`src/rtl/cam_pkg.sv`:
```
// Shared types and constants for the CAM lookup path: FSM states, counter
// width and the match-vector width derivation.
package cam_pkg;

  localparam int STATS_W = 16;

  typedef enum logic [1:0] {
    IDLE    = 2'd0,
    ISSUE   = 2'd1,
    CAPTURE = 2'd2,
    RESP    = 2'd3
  } state_e;

  // One match bit per storage entry.
  function automatic int match_w(input int addr_width);
    return 1 << addr_width;
  endfunction

endpackage

```
`src/rtl/cam_prio_enc.sv`:
```
// Combinational priority encoder for an active-high match vector: any-hit,
// lowest matching index, and more-than-one-hit flag.
module cam_prio_enc
  import cam_pkg::*;
#(
  parameter  int ADDR_WIDTH = 2,
  localparam int MATCH_W    = match_w(ADDR_WIDTH)
) (
  input  logic [MATCH_W-1:0]    match,
  output logic                  hit,
  output logic [ADDR_WIDTH-1:0] addr,
  output logic                  multi
);

  always_comb begin
    // NOTE: every output gets a default before any conditional assignment so
    // no path leaves it unassigned and no latch is inferred.
    hit   = |match;
    multi = |(match & (match - MATCH_W'(1)));
    addr  = '0;
    // Scan downward so the lowest set bit is the last one written.
    for (int i = MATCH_W - 1; i >= 0; i--) begin
      if (match[i]) addr = ADDR_WIDTH'(i);
    end
  end

endmodule

```
`src/rtl/cam_lookup_ctrl.sv`:
```
// CAM lookup controller: issues a key to the storage array, captures the
// registered match vector and returns hit/addr/multi. Optional hit/miss
// counters are built when CAM_LOOKUP_STATS_EN is defined.
module cam_lookup_ctrl
  import cam_pkg::*;
#(
  parameter  int DATA_WIDTH       = 8,
  parameter  int ADDR_WIDTH       = 2,
  parameter  bit MATCH_ACTIVE_LOW = 1'b1,
  localparam int MATCH_W          = match_w(ADDR_WIDTH)
) (
  input  logic                  clk,
  input  logic                  rst,
`ifdef CAM_LOOKUP_STATS_EN
  input  logic                  stats_clr,
  output logic [STATS_W-1:0]    hit_count,
  output logic [STATS_W-1:0]    miss_count,
`endif
  input  logic                  req_valid,
  output logic                  req_ready,
  input  logic [DATA_WIDTH-1:0] req_key,
  output logic [DATA_WIDTH-1:0] cam_key,
  input  logic [MATCH_W-1:0]    cam_match,
  output logic                  rsp_valid,
  input  logic                  rsp_ready,
  output logic                  rsp_hit,
  output logic [ADDR_WIDTH-1:0] rsp_addr,
  output logic                  rsp_multi
);

  state_e                state_q, state_d;
  logic [DATA_WIDTH-1:0] cam_key_q, cam_key_d;
  logic                  rsp_valid_q, rsp_valid_d;
  logic                  rsp_hit_q, rsp_hit_d;
  logic [ADDR_WIDTH-1:0] rsp_addr_q, rsp_addr_d;
  logic                  rsp_multi_q, rsp_multi_d;

  logic [MATCH_W-1:0]    match_norm;
  logic                  enc_hit;
  logic [ADDR_WIDTH-1:0] enc_addr;
  logic                  enc_multi;

  assign match_norm = MATCH_ACTIVE_LOW ? ~cam_match : cam_match;

  cam_prio_enc #(
    .ADDR_WIDTH (ADDR_WIDTH)
  ) u_prio_enc (
    .match (match_norm),
    .hit   (enc_hit),
    .addr  (enc_addr),
    .multi (enc_multi)
  );

  always_comb begin
    state_d     = state_q;
    cam_key_d   = cam_key_q;
    rsp_valid_d = rsp_valid_q;
    rsp_hit_d   = rsp_hit_q;
    rsp_addr_d  = rsp_addr_q;
    rsp_multi_d = rsp_multi_q;
    unique case (state_q)
      IDLE: begin
        if (req_valid) begin
          cam_key_d = req_key;
          state_d   = ISSUE;
        end
      end
      // The array registers its match vector on this edge.
      ISSUE: state_d = CAPTURE;
      CAPTURE: begin
        rsp_hit_d   = enc_hit;
        rsp_addr_d  = enc_addr;
        rsp_multi_d = enc_multi;
        rsp_valid_d = 1'b1;
        state_d     = RESP;
      end
      RESP: begin
        if (rsp_ready) begin
          rsp_valid_d = 1'b0;
          state_d     = IDLE;
        end
      end
      default: state_d = IDLE;
    endcase
  end

  always_ff @(posedge clk) begin
    // NOTE: state elements use non-blocking assignments so every flop samples
    // pre-edge values regardless of block evaluation order.
    if (rst) begin
      state_q     <= IDLE;
      cam_key_q   <= '0;
      rsp_valid_q <= 1'b0;
      rsp_hit_q   <= 1'b0;
      rsp_addr_q  <= '0;
      rsp_multi_q <= 1'b0;
    end else begin
      state_q     <= state_d;
      cam_key_q   <= cam_key_d;
      rsp_valid_q <= rsp_valid_d;
      rsp_hit_q   <= rsp_hit_d;
      rsp_addr_q  <= rsp_addr_d;
      rsp_multi_q <= rsp_multi_d;
    end
  end

  assign req_ready = (state_q == IDLE);
  assign cam_key   = cam_key_q;
  assign rsp_valid = rsp_valid_q;
  assign rsp_hit   = rsp_hit_q;
  assign rsp_addr  = rsp_addr_q;
  assign rsp_multi = rsp_multi_q;

`ifdef CAM_LOOKUP_STATS_EN
  logic [STATS_W-1:0] hit_count_q, hit_count_d;
  logic [STATS_W-1:0] miss_count_q, miss_count_d;

  // Clear wins over a same-edge increment; counters stick at all-ones.
  always_comb begin
    hit_count_d  = hit_count_q;
    miss_count_d = miss_count_q;
    if (stats_clr) begin
      hit_count_d  = '0;
      miss_count_d = '0;
    end else if (state_q == CAPTURE) begin
      if (enc_hit) begin
        if (hit_count_q != '1) hit_count_d = hit_count_q + STATS_W'(1);
      end else begin
        if (miss_count_q != '1) miss_count_d = miss_count_q + STATS_W'(1);
      end
    end
  end

  always_ff @(posedge clk) begin
    if (rst) begin
      hit_count_q  <= '0;
      miss_count_q <= '0;
    end else begin
      hit_count_q  <= hit_count_d;
      miss_count_q <= miss_count_d;
    end
  end

  assign hit_count  = hit_count_q;
  assign miss_count = miss_count_q;
`endif

endmodule

```
`config.mk`:
```
export PLATFORM = sky130hd
export DESIGN_NAME = cam_lookup_ctrl
export DESIGN_NICKNAME = d
export VERILOG_FILES = /design/src/rtl/cam_pkg.sv /design/src/rtl/cam_prio_enc.sv /design/src/rtl/cam_lookup_ctrl.sv
export SDC_FILE = /design/constraint.sdc
export NUM_CORES = 1
export LEC_CHECK = 0
export BUFFER_PORTS_ARGS = -buffer_cell sky130_fd_sc_hd__buf_2
export CAP_MARGIN = 20
export CORE_MARGIN = 3
export CORE_UTILIZATION = 44
export DETAILED_ROUTE_END_ITERATION = 8
export PLACE_DENSITY_LB_ADDON = 0.15
export SYNTH_ARGS = -nofsm -noshare
export SYNTH_HDL_FRONTEND = slang
export SYNTH_SLANG_ARGS = --single-unit
```
`constraint.sdc`:
```
create_clock -name clk -period 1.49 [get_ports clk]
set_input_delay 0.447 -clock clk [delete_from_list [all_inputs] [get_ports clk]]
set_output_delay 0.447 -clock clk [all_outputs]
set_load 0.01 [all_outputs]
```
==> summary.md <==
| Metric | Value |
|---|---|
| # rows | `13` |
| CP Launch Type | `register` |
| Setup tns final | `0 ps` |
| Clock buffer depth | `2` |
| Wirelength per Cell | `roughly 11 µm` |
| Post-route DRC | `0` |
| Num CTS Buffers | `3` |
| Hold path startpoint | `req_key[2]` |
| Clock Sinks | `15` |
| Initial antenna violation count | `0` |
| Post-Syn Instances | `80` |
| Yosys cell types | `23` |
| IO Count | `30` |
| P&R area growth vs syn | `29.0%` |
| Slew headroom | `82.2%` |
| Final antenna diode count | `0` |
| Vias in the first global route | `around 520` |
| Initial Utilization | `a little under 50%` |
| Max-Cap Viols | `0` |
| Pleak | `0.409 nW` |
| Setup crit start | `state_q[0]$_SDFFE_PP0P_` |
| Post-synthesis sequential area ratio | `44.1%` |
| Fin. max-slew vios | `0` |
| RSZ-0062 raised after global routing | `no` |
| CTS clock-pin slew for the worst setup and hold paths | `80 ps` |
| CP endpoint kind | `output port` |
| Routed vias/inst | `between 5 and 6` |
| Detailed-route via count | `about 660` |
| First-pass GRT wire length | `2.17 mm` |
| Commonest non-fill, non-tap cell in the layout | `buf_2` |
| Share of layout cells above drive strength 1 | `approximately 36%` |
| Final setup viols | `0` |
| Syn avg cell area | `8.51 µm²` |
| GRT Util Overall | `14.9%` |
| GR Overflow Total | `0` |
| Min Tclk post-route | `1420 ps` |
| CTS tree | `yes` |
| Starting DRT DRC Count | `4` |
| Chip height | `45.3 µm` |
| Final Cycle Share | `a little over nine tenths` |
| Port Buffers | `29` |
| Crit Path Category | `reg2out` |
| CTS Root Cell | `clkbuf_4` |
| Run status | `finished clean` |
| Max IR drop VDD | `approximately 0.9 mV` |
| Crit path DAT | `970 ps` |
| Synthesized area | `681 µm²` |
| Reg2reg start | `state_q[1]$_SDFFE_PP0P_` |
| Placer Congestion | `0.734` |
| Detail Placement HPWL | `1.08 mm` |
| Syn nets | `100` |
| Hold Slack | `a little over 400 ps` |
| Fin Clk Skew | `approximately 2.9 ps` |
| Most frequent cells in the layout | `buf_2, nand2_1, dfxtp_1` |
| Reg2Reg Depth | `5` |
| Max FO, Critical Path | `4` |
| Reg2reg setup slack | `120 ps` |
| Post-CTS Hold Buffers | `0` |
| Worst skew pair latency | `around 280 ps` |
| Slew @ Worst Pin | `264 ps` |
| Die width | `45.3 µm` |
| Core area | `1380 µm²` |
| Final Hold Viols | `0` |
| Highest Clock Rate | `704 MHz` |
| RR Endpoint | `state_q[1]$_SDFFE_PP0P_` |
| Pin count of the biggest net entering global routing | `12` |
| Detailed Route WL | `1.43 mm` |
| Power density over the cells | `1680 nW/µm²` |
| Hold WC Path Type | `in2reg` |
| Required @ worst endpoint | `1040 ps` |
| DRT Pass-1 Iters | `4` |
| Die ar. | `2050 µm²` |
| Yosys reg bits | `15` |
| Post-route ant nets | `0` |
| Ys Warns | `0` |
| Nets | `133` |
| Worst Setup EP | `req_ready` |
| H-Tree Level Count | `1` |
cells by family (layout without fill, tap and decap cells):
kind of cell / count (synthesis) / after routing / synth area share [%]
compound gates: 17 / 17 / 15.1
buf+inv: 8 / 40 / 6.62
simple gates: 35 / 35 / 25.4
fa+ha+maj: 5 / 5 / 8.82
flops: 15 / 15 / 44.1
flip-flops by register name (all words and copies together), names as in the netlist:
| register | flops |
|---|---|
| rsp_addr | 2 |
| rsp_valid | 1 |
| rsp_hit | 1 |
| cam_key | 8 |
| rsp_multi | 1 |
| state_q | 2 |
report_power, final:
part	leakage [nW]	total (mW)	internal, mW	switching (mW)
registers	0.123	0.558	0.510	0.0484
clock network	0.0150	0.224	0.104	0.120
logic	0.271	0.690	0.322	0.368
total	0.409	1.47	0.936	0.537
cells in the mapped netlist:
| cell | number | share of area [%] |
|---|---|---|
| nand2b_1 | 2 | 1.8 |
| maj3_1 | 1 | 1.5 |
| ha_1 | 4 | 7.4 |
| inv_1 | 4 | 2.2 |
| nor2b_4 | 1 | 2.0 |
| nand3_1 | 8 | 5.9 |
| nor2b_1 | 1 | 0.92 |
| o21a_1 | 1 | 1.1 |
| nand4_1 | 1 | 0.92 |
| dfxtp_1 | 15 | 44 |
| a21oi_1 | 11 | 8.1 |
| nand2_1 | 15 | 8.3 |
| nor3_1 | 3 | 2.2 |
| nor2_1 | 2 | 1.1 |
| a21o_1 | 1 | 1.1 |
| nor4_1 | 1 | 0.92 |
| a2bb2oi_1 | 1 | 1.3 |
| buf_6 | 2 | 3.3 |
| a311oi_1 | 1 | 1.3 |
| or3b_1 | 1 | 1.3 |
| o21ai_0 | 1 | 0.73 |
| a32o_1 | 1 | 1.5 |
| clkbuf_1 | 2 | 1.1 |
worst min path at each step:
| stage | to | slack [ps] | depth (start not counted) |
|---|---|---|---|
| floorplan | cam_key[0]$_SDFFE_PP0P_ | 480 | 2 |
| global placement | cam_key[1]$_SDFFE_PP0P_ | 440 | 2 |
| detailed placement | cam_key[1]$_SDFFE_PP0P_ | 440 | 2 |
| CTS | cam_key[2]$_SDFFE_PP0P_ | 400 | 3 |
| global route | cam_key[2]$_SDFFE_PP0P_ | 400 | 3 |
| finish | cam_key[2]$_SDFFE_PP0P_ | 410 | 3 |
routing by layer:
metal / vias up / share of wire, % / wire length, µm / global-route usage, %
li1: 338 / - / - / -
met1: 289 / 41 / 581 / 17.8
met2: 24 / 49 / 705 / 23.2
met3: 4 / 7.6 / 109 / 3.59
met4: 0 / 2.1 / 30 / 10.5
met5: - / 0 / 0 / 0
through the flow:
step           power [mW]  cell area [µm²]  std cells  worst slack (ps)  utilization, %
3_5_place_dp         1.20              830        122               139            60.0
6_report             1.47              878        127              69.2            63.5
5_1_grt              1.60              878        127              17.3            63.5
4_1_cts              1.45              860        126              7.75            62.2
2_1_floorplan        1.02              681         80              57.9               -
3_3_place_gp         1.18              830        122               197            60.0
worst max-delay path, stage by stage (launching register included):
cell and delay, ps:
dfxtp_2 350, inv_2 60, ha_4 160, buf_2 130
cell type report:
type / count / area, µm²
clock buffers: 4 / 26.3
multi-input cells: 57 / 348
repair buffers: 32 / 168
inverters: 4 / 15.0
well taps: 15 / 18.8
fillers: 133 / 504
flip-flops and latches: 15 / 303
repair_timing:
action | in CTS | in global routing
resized for setup | 3 | 2
setup buffers | 0 | 1
setup endpoints to repair | 1 | 1
hold endpoints to repair | 0 | 0
cloned | 0 | 0
Note: power is estimated with default switching activity, not from simulation.
